File: src/rtl/w_pulse_tx_pkg.sv
// Shared definitions for the w pulse transmitter and the downstream mod-5 w counter.
// Holds the 2-bit state encoding and the counter modulus.
package w_pulse_tx_pkg;

    typedef enum logic [1:0] {
        IDLE = 2'd0,
        HIGH = 2'd1,
        GAP  = 2'd2,
        DONE = 2'd3
    } state_t;

    localparam int unsigned W_MOD = 5;

endpackage

File: src/rtl/w_pulse_tx_gap_timer.sv
// Inter-pulse gap timer: loadable down-counter with a terminal-count expire flag.
// Loaded with (gap - 1) so expire marks the final gap cycle.
module gap_timer #(
    parameter int GAP_W = 3
) (
    input  logic             clock,
    input  logic             rst,
    input  logic             load,
    input  logic [GAP_W-1:0] load_val,
    output logic             expire
);

    logic [GAP_W-1:0] cnt;

    always_ff @(posedge clock) begin
        if (rst) begin
            cnt <= '0;
        end else if (load) begin
            cnt <= load_val;
        end else if (cnt != '0) begin
            cnt <= cnt - GAP_W'(1);
        end
    end

    assign expire = (cnt == '0);

endmodule

File: src/rtl/w_pulse_tx.sv
// Burst transmitter for the w pulse stream feeding the mod-5 w counter; tallies the
// counter's Mealy flag during pulses and checks it against the expected count.
//   state | meaning
//   IDLE  | waiting for start; tallies from the last burst held
//   HIGH  | w=1 for one cycle, one pulse emitted
//   GAP   | w=0 for gap_len cycles between pulses
//   DONE  | one-cycle done strobe, match valid
module w_pulse_tx
    import w_pulse_tx_pkg::*;
#(
    parameter int CNT_W = 4,
    parameter int GAP_W = 3
) (
    input  logic             clock,
    input  logic             rst,
    input  logic             start,
    input  logic             abort,
    input  logic [CNT_W-1:0] num_pulses,
    input  logic [GAP_W-1:0] gap_len,
    input  logic             count_in,
    output logic             w,
    output logic             busy,
    output logic             done,
    output logic             match,
    output logic [CNT_W-1:0] pulses_sent,
    output logic [CNT_W-1:0] count_seen
);

    localparam logic [CNT_W:0] MOD_V = (CNT_W+1)'(W_MOD);

    state_t           state;
    state_t           state_nxt;
    logic [CNT_W-1:0] num_lat;
    logic [GAP_W-1:0] gap_lat;
    logic             last_pulse;
    logic             gap_expire;
    logic             accept;
    logic [CNT_W:0]   num_p1;
    logic [CNT_W:0]   count_exp;

    assign accept     = (state == IDLE) && start;
    assign last_pulse = (pulses_sent == (num_lat - CNT_W'(1)));

    gap_timer #(
        .GAP_W(GAP_W)
    ) u_gap_timer (
        .clock   (clock),
        .rst     (rst),
        .load    (state == HIGH),
        .load_val(gap_lat - GAP_W'(1)),
        .expire  (gap_expire)
    );

    always_ff @(posedge clock) begin
        if (rst) begin
            state <= IDLE;
        end else begin
            state <= state_nxt;
        end
    end

    always_comb begin
        state_nxt = state;
        case (state)
            IDLE: begin
                if (start) begin
                    state_nxt = (num_pulses == '0) ? DONE : HIGH;
                end
            end
            HIGH: begin
                if (abort) begin
                    state_nxt = IDLE;
                end else if (last_pulse) begin
                    state_nxt = DONE;
                end else if (gap_lat == '0) begin
                    state_nxt = HIGH;
                end else begin
                    state_nxt = GAP;
                end
            end
            GAP: begin
                if (abort) begin
                    state_nxt = IDLE;
                end else if (gap_expire) begin
                    state_nxt = HIGH;
                end
            end
            DONE: begin
                state_nxt = IDLE;
            end
            default: begin
                state_nxt = IDLE;
            end
        endcase
    end

    always_ff @(posedge clock) begin
        if (rst) begin
            num_lat     <= '0;
            gap_lat     <= '0;
            pulses_sent <= '0;
            count_seen  <= '0;
        end else if (accept) begin
            num_lat     <= num_pulses;
            gap_lat     <= gap_len;
            pulses_sent <= '0;
            count_seen  <= '0;
        end else if (state == HIGH) begin
            pulses_sent <= pulses_sent + CNT_W'(1);
            if (count_in && (count_seen != '1)) begin
                count_seen <= count_seen + CNT_W'(1);
            end
        end
    end

    // Downstream counter starts in state 0, so its first flag lands on pulse MOD-1.
    assign num_p1    = {1'b0, num_lat} + (CNT_W+1)'(1);
    assign count_exp = num_p1 / MOD_V;

    assign w     = (state == HIGH);
    assign busy  = (state == HIGH) || (state == GAP);
    assign done  = (state == DONE);
    assign match = (state == DONE) && ({1'b0, count_seen} == count_exp);

endmodule
File: config.mk
export PLATFORM = sky130hd
export DESIGN_NAME = w_pulse_tx
export DESIGN_NICKNAME = d
export VERILOG_FILES = /design/src/rtl/w_pulse_tx_pkg.sv /design/src/rtl/w_pulse_tx_gap_timer.sv /design/src/rtl/w_pulse_tx.sv
export SDC_FILE = /design/constraint.sdc
export NUM_CORES = 1
export LEC_CHECK = 0
export BUFFER_PORTS_ARGS = -buffer_cell sky130_fd_sc_hd__buf_4
export CORE_AREA = 2 2 40 78
export DETAILED_ROUTE_END_ITERATION = 16
export DIE_AREA = 0 0 42 80
export GPL_ROUTABILITY_DRIVEN = 0
export PLACE_DENSITY = 0.73
export SETUP_SLACK_MARGIN = 0.3
export SYNTH_ARGS = -nofsm -noshare
export SYNTH_HDL_FRONTEND = slang
export SYNTH_HIERARCHICAL = 1
export SYNTH_SLANG_ARGS = --single-unit
File: constraint.sdc
create_clock -name clock -period 3 [get_ports clock]
set_clock_uncertainty 0.2 [all_clocks]
set_input_delay 0.3 -clock clock [delete_from_list [all_inputs] [get_ports clock]]
set_output_delay 0.3 -clock clock [all_outputs]
set_load 0.05 [all_outputs]
==> summary.md, run 1 <==
| Metric | Value |
|---|---|
| Primary FF master, synth | `dfxtp_1` |
| Top cell type's share of synthesized area | `28.09%` |
| Clock root cell | `clkbuf_8` |
| CP max-delay cell | `or4_4` |
| Crit Path Class | `flop to output port` |
| Ys async rst share | `0%` |
| Final Instance Area | `0.001715 sq mm` |
| First-pass GRT wire length | `5.292 mm` |
| Max H-tree Level | `1` |
| CTS Hold Bufs | `0` |
| Clock tree buffer depth | `2` |
| Slew margin rel. | `57.76%` |
| Area added between synthesis and finish | `20.37%` |
| CTS tree | `done` |
| Number of diodes | `0` |
| Layout Nets | `220` |
| CP cell instances | `inv_4 > ha_4 > nor3_2 > a31oi_1 > o22ai_1 > or4_4 > a211oi_4 > buf_6` |
| GRT met1 Usage | `19.27%` |
| IO Pins | `24` |
| Final Hold Viols | `0` |
| Design Power | `972.7 uW` |
| Placed inst area | `0.001588 sq mm` |
| Max Cap Violations | `0` |
| Clock latency on the worst-skew pair | `250 ps` |
| Fin crit share | `91.56%` |
| Outcome | `finished clean` |
| CP Data Arrival Time | `2250 ps` |
| EDFF count, synth | `0` |
| Mapped cell area | `0.001425 sq mm` |
| CP bufs+invs | `2` |
| Final hold slack | `101.7 ps` |
| Vias per inst | `5.608` |
| Fill cells | `238` |
| Core Box Area | `0.002736 sq mm` |
| WL final | `3.090 mm` |
| Met2 usage | `40.31%` |
| Min-delay worst type | `input port to flop` |
| Vias | `1245` |
| DR WL/cell | `13.92 um` |
| CTS sink count | `20` |
| Syn nets | `196` |
| Unrepaired setup endpoints after global routing | `true` |
| DIE WIDTH | `42 um` |
| Setup TNS | `0 ps` |
| DP Wirelength | `2.338 mm` |
| Post-DRT Antenna Nets | `0` |
| GRT Max-Usage Layer | `met2` |
| CTS buffer count | `3` |
| Port bufs | `23` |
| CP Launch Type | `flop` |
| # setup viols final | `0` |
| Initial core utilization | `52.08%` |
| # DRC | `0` |
| Number of global-route vias before repair | `1263` |
| F_max | `0.3641 GHz` |
| Initial antenna violation count | `0` |
| Synth warnings | `6` |
| Tot GR Track Use | `20.11%` |
| Sequential cell area fraction in the yosys report | `28.09%` |
| Post-synthesis cell count | `170` |
| Gr ovfl total | `0` |
| Worst slew pin tran | `633.6 ps` |
| Pwr/cell area | `567.1 mW/mm^2` |
| Layout cells sized above 1 | `23.83%` |
| CP top delay family | `simple AND/OR/NAND/NOR gates` |
| Worst path max stage delay | `530 ps` |
| Required time of the worst setup path | `2500 ps` |
| Die height | `80 um` |
| Total iterations of the first detailed-routing run | `4` |
| Unique masters post-synth | `47` |
| Syn Area/Cell | `8.383 sq um` |
| Min Tclk post-route | `2747 ps` |
| Leak | `0.7228 nW` |
| CP max FO | `8` |
| Synth area leader | `dfxtp_1` |
| Final Util | `62.69%` |
| Area contributors post-synth | `dfxtp_1 (28%), ha_1 (12%), xor2_1 (6.1%)` |
| Clk slew on worst S/H paths | `80 ps` |
| Row cnt | `27` |
| Top cells by count, synth | `dfxtp_1 (20), ha_1 (14), nor2_1 (13)` |
| Die area | `0.003360 sq mm` |
| Max Slew Vio Count | `0` |
| M3 GR Usage | `2.262%` |
| Pin count of the biggest net entering global routing | `19` |
| Register bit total from synthesis | `20` |
| Critical path capture point type | `output port` |
| DRT iter0 DRCs | `11` |
| VDD IR-drop max | `480.4 uV` |
| Most numerous cell in the Yosys netlist | `dfxtp_1` |
-- through the flow --
stage | setup slack (ps) | cells
after floorplan | 301.7 | 170
after global placement | 309.8 | 212
after detailed placement | 207.5 | 212
after CTS | 250.8 | 222
after global routing | 104.2 | 222
final | 253.2 | 222
-- cell usage in the layout, fill, tap and decap left out, types with 2 or more instances in the layout --
| cell type | Yosys | final |
|---|---|---|
| a31oi_1 | 3 | 3 |
| nand2b_1 | 5 | 5 |
| dfxtp_1 | 20 | 18 |
| nor2_1 | 13 | 13 |
| mux2i_1 | 3 | 3 |
| nor3_1 | 3 | 3 |
| nand3_1 | 11 | 11 |
| o21ai_1 | 1 | 2 |
| nor4b_1 | 2 | 2 |
| nand2_1 | 10 | 10 |
| ha_1 | 14 | 12 |
| buf_4 | 0 | 28 |
| xnor2_1 | 3 | 3 |
| dfxtp_4 | 0 | 2 |
| clkbuf_8 | 1 | 4 |
| ha_4 | 0 | 2 |
| a2111oi_1 | 2 | 2 |
| a21oi_1 | 8 | 8 |
| inv_1 | 11 | 11 |
| nor2b_1 | 7 | 7 |
| a211oi_1 | 3 | 2 |
| xor2_1 | 10 | 10 |
| nand4_1 | 3 | 3 |
| o21ai_0 | 5 | 4 |
-- cell families (layout without fill, tap and decap cells) --
group	after synthesis	after routing	synth area share [%]
multiplexers	4	4	2.897
adder cells (fa/ha/maj)	14	14	12.29
buffers and inverters	22	45	8.779
AO/OA/AOI/OAI	30	30	14.22
XOR/XNOR	13	13	7.990
AND/OR/NAND/NOR	67	67	25.73
flip-flops	20	20	28.09
-- layer usage --
metal	wire (um)	vias to the layer above	share of wire, %
met5	0	-	0
li1	-	638	-
met1	1113	582	36
met4	70	0	2.3
met3	66	6	2.1
met2	1839	19	60
-- power breakdown --
group,switching (mW),internal [mW],total (mW)
registers,0.0410,0.303,0.344
logic,0.240,0.183,0.423
clock network,0.0888,0.117,0.205
total,0.370,0.603,0.973
-- repair_timing --
item                       CTS  global route
pin swaps                    1             0
buffers inserted             6             0
resized for setup            6             0
setup endpoints to repair    1             1
-- worst paths after layout --
path | from | endpoint | slack, ps | cells after the start
setup / recovery | num_lat[0]$_SDFFE_PP0P_ | match | 250 | 8
setup reg to reg | state[1]$_SDFFE_PP0P_ | count_seen[3]$_SDFFE_PP0P_ | 860 | 5
hold reg to reg | gap_lat[0]$_SDFFE_PP0P_ | gap_lat[0]$_SDFFE_PP0P_ | 260 | 2
hold / removal | rst | num_lat[1]$_SDFFE_PP0P_ | 100 | 2
-- final cells by class --
cell class	instances	area [sq um]	share of cell area [%]
multi-input combinational	128	947.2	55.21
sequential	20	407.9	23.78
timing repair buffer	29	221.5	12.91
clock buffer	4	55.05	3.209
inverter	12	47.55	2.772
tap	29	36.28	2.115
-- registers in the layout (all words and copies together) (netlist names) --
register and cells:
count_seen 4, gap_lat 3, num_lat 4, pulses_sent 4
state 2, u_gap_timer/cnt 3
-- worst reg2reg max path, cell delays in order (launching register included) --
cell and delay [ps]:
dfxtp_1 350, inv_1 110, ha_1 570, nand3_1 290, or3_1 410, a21oi_1 130
Power figures use the tool's default switching activity.
==> run 2: changes to the inputs <==
--- a/config.mk
+++ b/config.mk
@@ -6,9 +6,9 @@
 export NUM_CORES = 1
 export LEC_CHECK = 0
 export BUFFER_PORTS_ARGS = -buffer_cell sky130_fd_sc_hd__buf_4
-export CORE_AREA = 2 2 40 78
+export CORE_AREA = 2 2 55 57
 export DETAILED_ROUTE_END_ITERATION = 16
-export DIE_AREA = 0 0 42 80
+export DIE_AREA = 0 0 57 59
 export GPL_ROUTABILITY_DRIVEN = 0
 export PLACE_DENSITY = 0.73
 export SETUP_SLACK_MARGIN = 0.3
==> run 2 against run 1 <==
Effect of this change: register-to-register slack worse by 60 ps; global-route usage shrank 2.1 points; sequential power is essentially flat; sequential share of layout area up 0.50 points; first-iteration DRC count rose to 4.7 times the previous value; power down 6.5%.
==> summary.md, run 2 (synthesis gave the netlist of run 1 again) <==
| Metric | Value |
|---|---|
| Max H-tree Level | `1 (unchanged)` |
| Fin crit share | `93.67% (was 91.56%)` |
| Die height | `59 um (was 80 um)` |
| Setup TNS | `0 ps (unchanged)` |
| CP Launch Type | `flop (unchanged)` |
| Unrepaired setup endpoints after global routing | `true (unchanged)` |
| Gr ovfl total | `0 (unchanged)` |
| # DRC | `0 (unchanged)` |
| IO Pins | `24 (unchanged)` |
| DP Wirelength | `2.077 mm (was 2.338 mm)` |
| DIE WIDTH | `57 um (was 42 um)` |
| Initial core utilization | `52.59% (was 52.08%)` |
| F_max | `0.3559 GHz (was 0.3641 GHz)` |
| Total iterations of the first detailed-routing run | `5 (was 4)` |
| Pwr/cell area | `541.4 mW/mm^2 (was 567.1 mW/mm^2)` |
| Reg area | `407.9 sq um (unchanged)` |
| Port bufs | `23 (unchanged)` |
| Hold Path Sink | `gap_lat[2]$_SDFFE_PP0P_ (was num_lat[1]$_SDFFE_PP0P_)` |
| Max Slew Vio Count | `0 (unchanged)` |
| Layout cells sized above 1 | `23.04% (was 23.83%)` |
| Layout Nets | `218 (was 220)` |
| Max Cap Violations | `0 (unchanged)` |
| Core Box Area | `0.002710 sq mm (was 0.002736 sq mm)` |
| Vias | `1254 (was 1245)` |
| Crit Path Class | `flop to output port (unchanged)` |
| Min-delay worst type | `input port to flop (unchanged)` |
| Clock latency on the worst-skew pair | `300 ps (was 250 ps)` |
| VDD IR-drop max | `371.2 uV (was 480.4 uV)` |
| Die area | `0.003363 sq mm (was 0.003360 sq mm)` |
| Required time of the worst setup path | `2500 ps (about the same)` |
| Most frequent cells in the layout | `buf_4 (26), dfxtp_1 (18), nor2_1 (12), ha_1 (12) (was buf_4 (28), dfxtp_1 (18), nor2_1 (13), ha_1 (12))` |
| Fill cells | `250 (was 238)` |
| DRT iter0 DRCs | `52 (was 11)` |
| Area of the multi-input gates | `943.4 sq um (was 947.2 sq um)` |
| Row cnt | `19 (was 27)` |
| Clock root cell | `clkbuf_4 (was clkbuf_8)` |
| CTS tree | `done (unchanged)` |
| Number of global-route vias before repair | `1115 (was 1263)` |
| # setup viols final | `0 (unchanged)` |
| Clk slew on worst S/H paths | `110 ps (was 80 ps)` |
| R2R Setup Slk | `800 ps (was 860 ps)` |
| Final Hold Viols | `0 (unchanged)` |
| Initial antenna violation count | `0 (unchanged)` |
| Clock tree buffer depth | `2 (unchanged)` |
| Number of diodes | `0 (unchanged)` |
| Critical path capture point type | `output port (unchanged)` |
| Leak | `0.7038 nW (was 0.7228 nW)` |
| Post-route insts no fill | `222 (unchanged)` |
| CTS buffer count | `3 (unchanged)` |
| Tot GR Track Use | `17.99% (was 20.11%)` |
| CP max FO | `9 (was 8)` |
| Placed inst area | `0.001590 sq mm (was 0.001588 sq mm)` |
| Area added between synthesis and finish | `17.91% (was 20.37%)` |
| Vias per inst | `5.649 (was 5.608)` |
| CTS Hold Bufs | `0 (unchanged)` |
| Pin count of the biggest net entering global routing | `19 (unchanged)` |
| CTS sink count | `20 (unchanged)` |
| Most common cell after layout, fill and taps aside | `buf_4 (unchanged)` |
| Min Tclk post-route | `2810 ps (was 2747 ps)` |
| Biggest regs | `count_seen x4, num_lat x4, pulses_sent x4 (unchanged)` |
| Cell count of the worst reg-to-reg path | `5 (unchanged)` |
| CP Data Arrival Time | `2310 ps (was 2250 ps)` |
| Hold Startpoint | `gap_len[2] (was rst)` |
| Cells after DPL | `214 (was 212)` |
| Slew margin rel. | `55.72% (was 57.76%)` |
| Final Instance Area | `0.001680 sq mm (was 0.001715 sq mm)` |
| Worst R2R End | `count_seen[3]$_SDFFE_PP0P_ (unchanged)` |
| WL final | `2.836 mm (was 3.090 mm)` |
| DR WL/cell | `12.77 um (was 13.92 um)` |
| Post-DRT Antenna Nets | `0 (unchanged)` |
| Hold depth | `3 (was 2)` |
| Worst slew pin tran | `664.3 ps (was 633.6 ps)` |
| First-pass GRT wire length | `4.719 mm (was 5.292 mm)` |
| Final Util | `62.00% (was 62.69%)` |
| Outcome | `finished clean (unchanged)` |
| FF-to-FF Start | `state[1]$_SDFFE_PP0P_ (unchanged)` |
[run 2: cell count changes in the layout (fill, tap and decap cells not counted), sizes merged]
cell	previous run	this run
buf	29	27
[run 2: critical path, stage by stage (launching register included)]
cell and delay [ps]:
dfxtp_4 380, inv_1 70, ha_4 320, nor3_2 50, a31oi_1 150, o22ai_1 110
or4_4 530, a211oi_4 210, buf_6 180
[run 2: metal layers]
| metal | vias up | global-route usage (%) | wire (um) |
|---|---|---|---|
| met5 | - | 0 | 0 |
| met4 | 0 | 6.977 | 23 |
| met3 | 4 | 2.838 | 115 |
| met2 | 28 | 33.00 | 1501 |
| met1 | 593 | 21.03 | 1196 |
| li1 | 629 | - | - |
[run 2: cell type report]
class,count,area share [%]
timing repair buffer,27,12.29
sequential,20,24.27
multi-input combinational,128,56.14
tap,31,2.308
inverter,12,2.829
clock buffer,4,2.159
[run 2: through the flow]
step | power (mW) | worst slack (ps) | hold slack [ps]
after floorplan | 0.6726 | 301.7 | 167.9
after global placement | 0.7357 | 318.7 | 246.8
after detailed placement | 0.7464 | 270.6 | 260.7
after CTS | 0.9171 | 175.8 | 37.73
after global routing | 0.9817 | 108.6 | 46.61
final | 0.9097 | 190.0 | 48.05
[run 2: timing repair]
item                                    4_1_cts  5_1_grt
pin swaps                                     1        1
buffers inserted                              4        0
endpoints found under the setup margin        1        1
gates resized for setup                       5        1
[run 2: worst max-delay path by stage]
stage | slack, ps | depth (start not counted) | to | startpoint
2_1_floorplan | 300 | 9 | match | num_lat[0]$_SDFFE_PP0P_
3_3_place_gp | 320 | 7 | match | num_lat[0]$_SDFFE_PP0P_
3_5_place_dp | 270 | 7 | match | num_lat[0]$_SDFFE_PP0P_
4_1_cts | 180 | 8 | match | num_lat[1]$_SDFFE_PP0P_
5_1_grt | 110 | 8 | match | num_lat[1]$_SDFFE_PP0P_
6_report | 190 | 8 | match | num_lat[1]$_SDFFE_PP0P_
[run 2: report_power, final]
group / internal [mW] / total (mW) / switching, mW
Combinational: 0.179 / 0.411 / 0.231
Clock: 0.0741 / 0.156 / 0.0815
Sequential: 0.303 / 0.343 / 0.0404
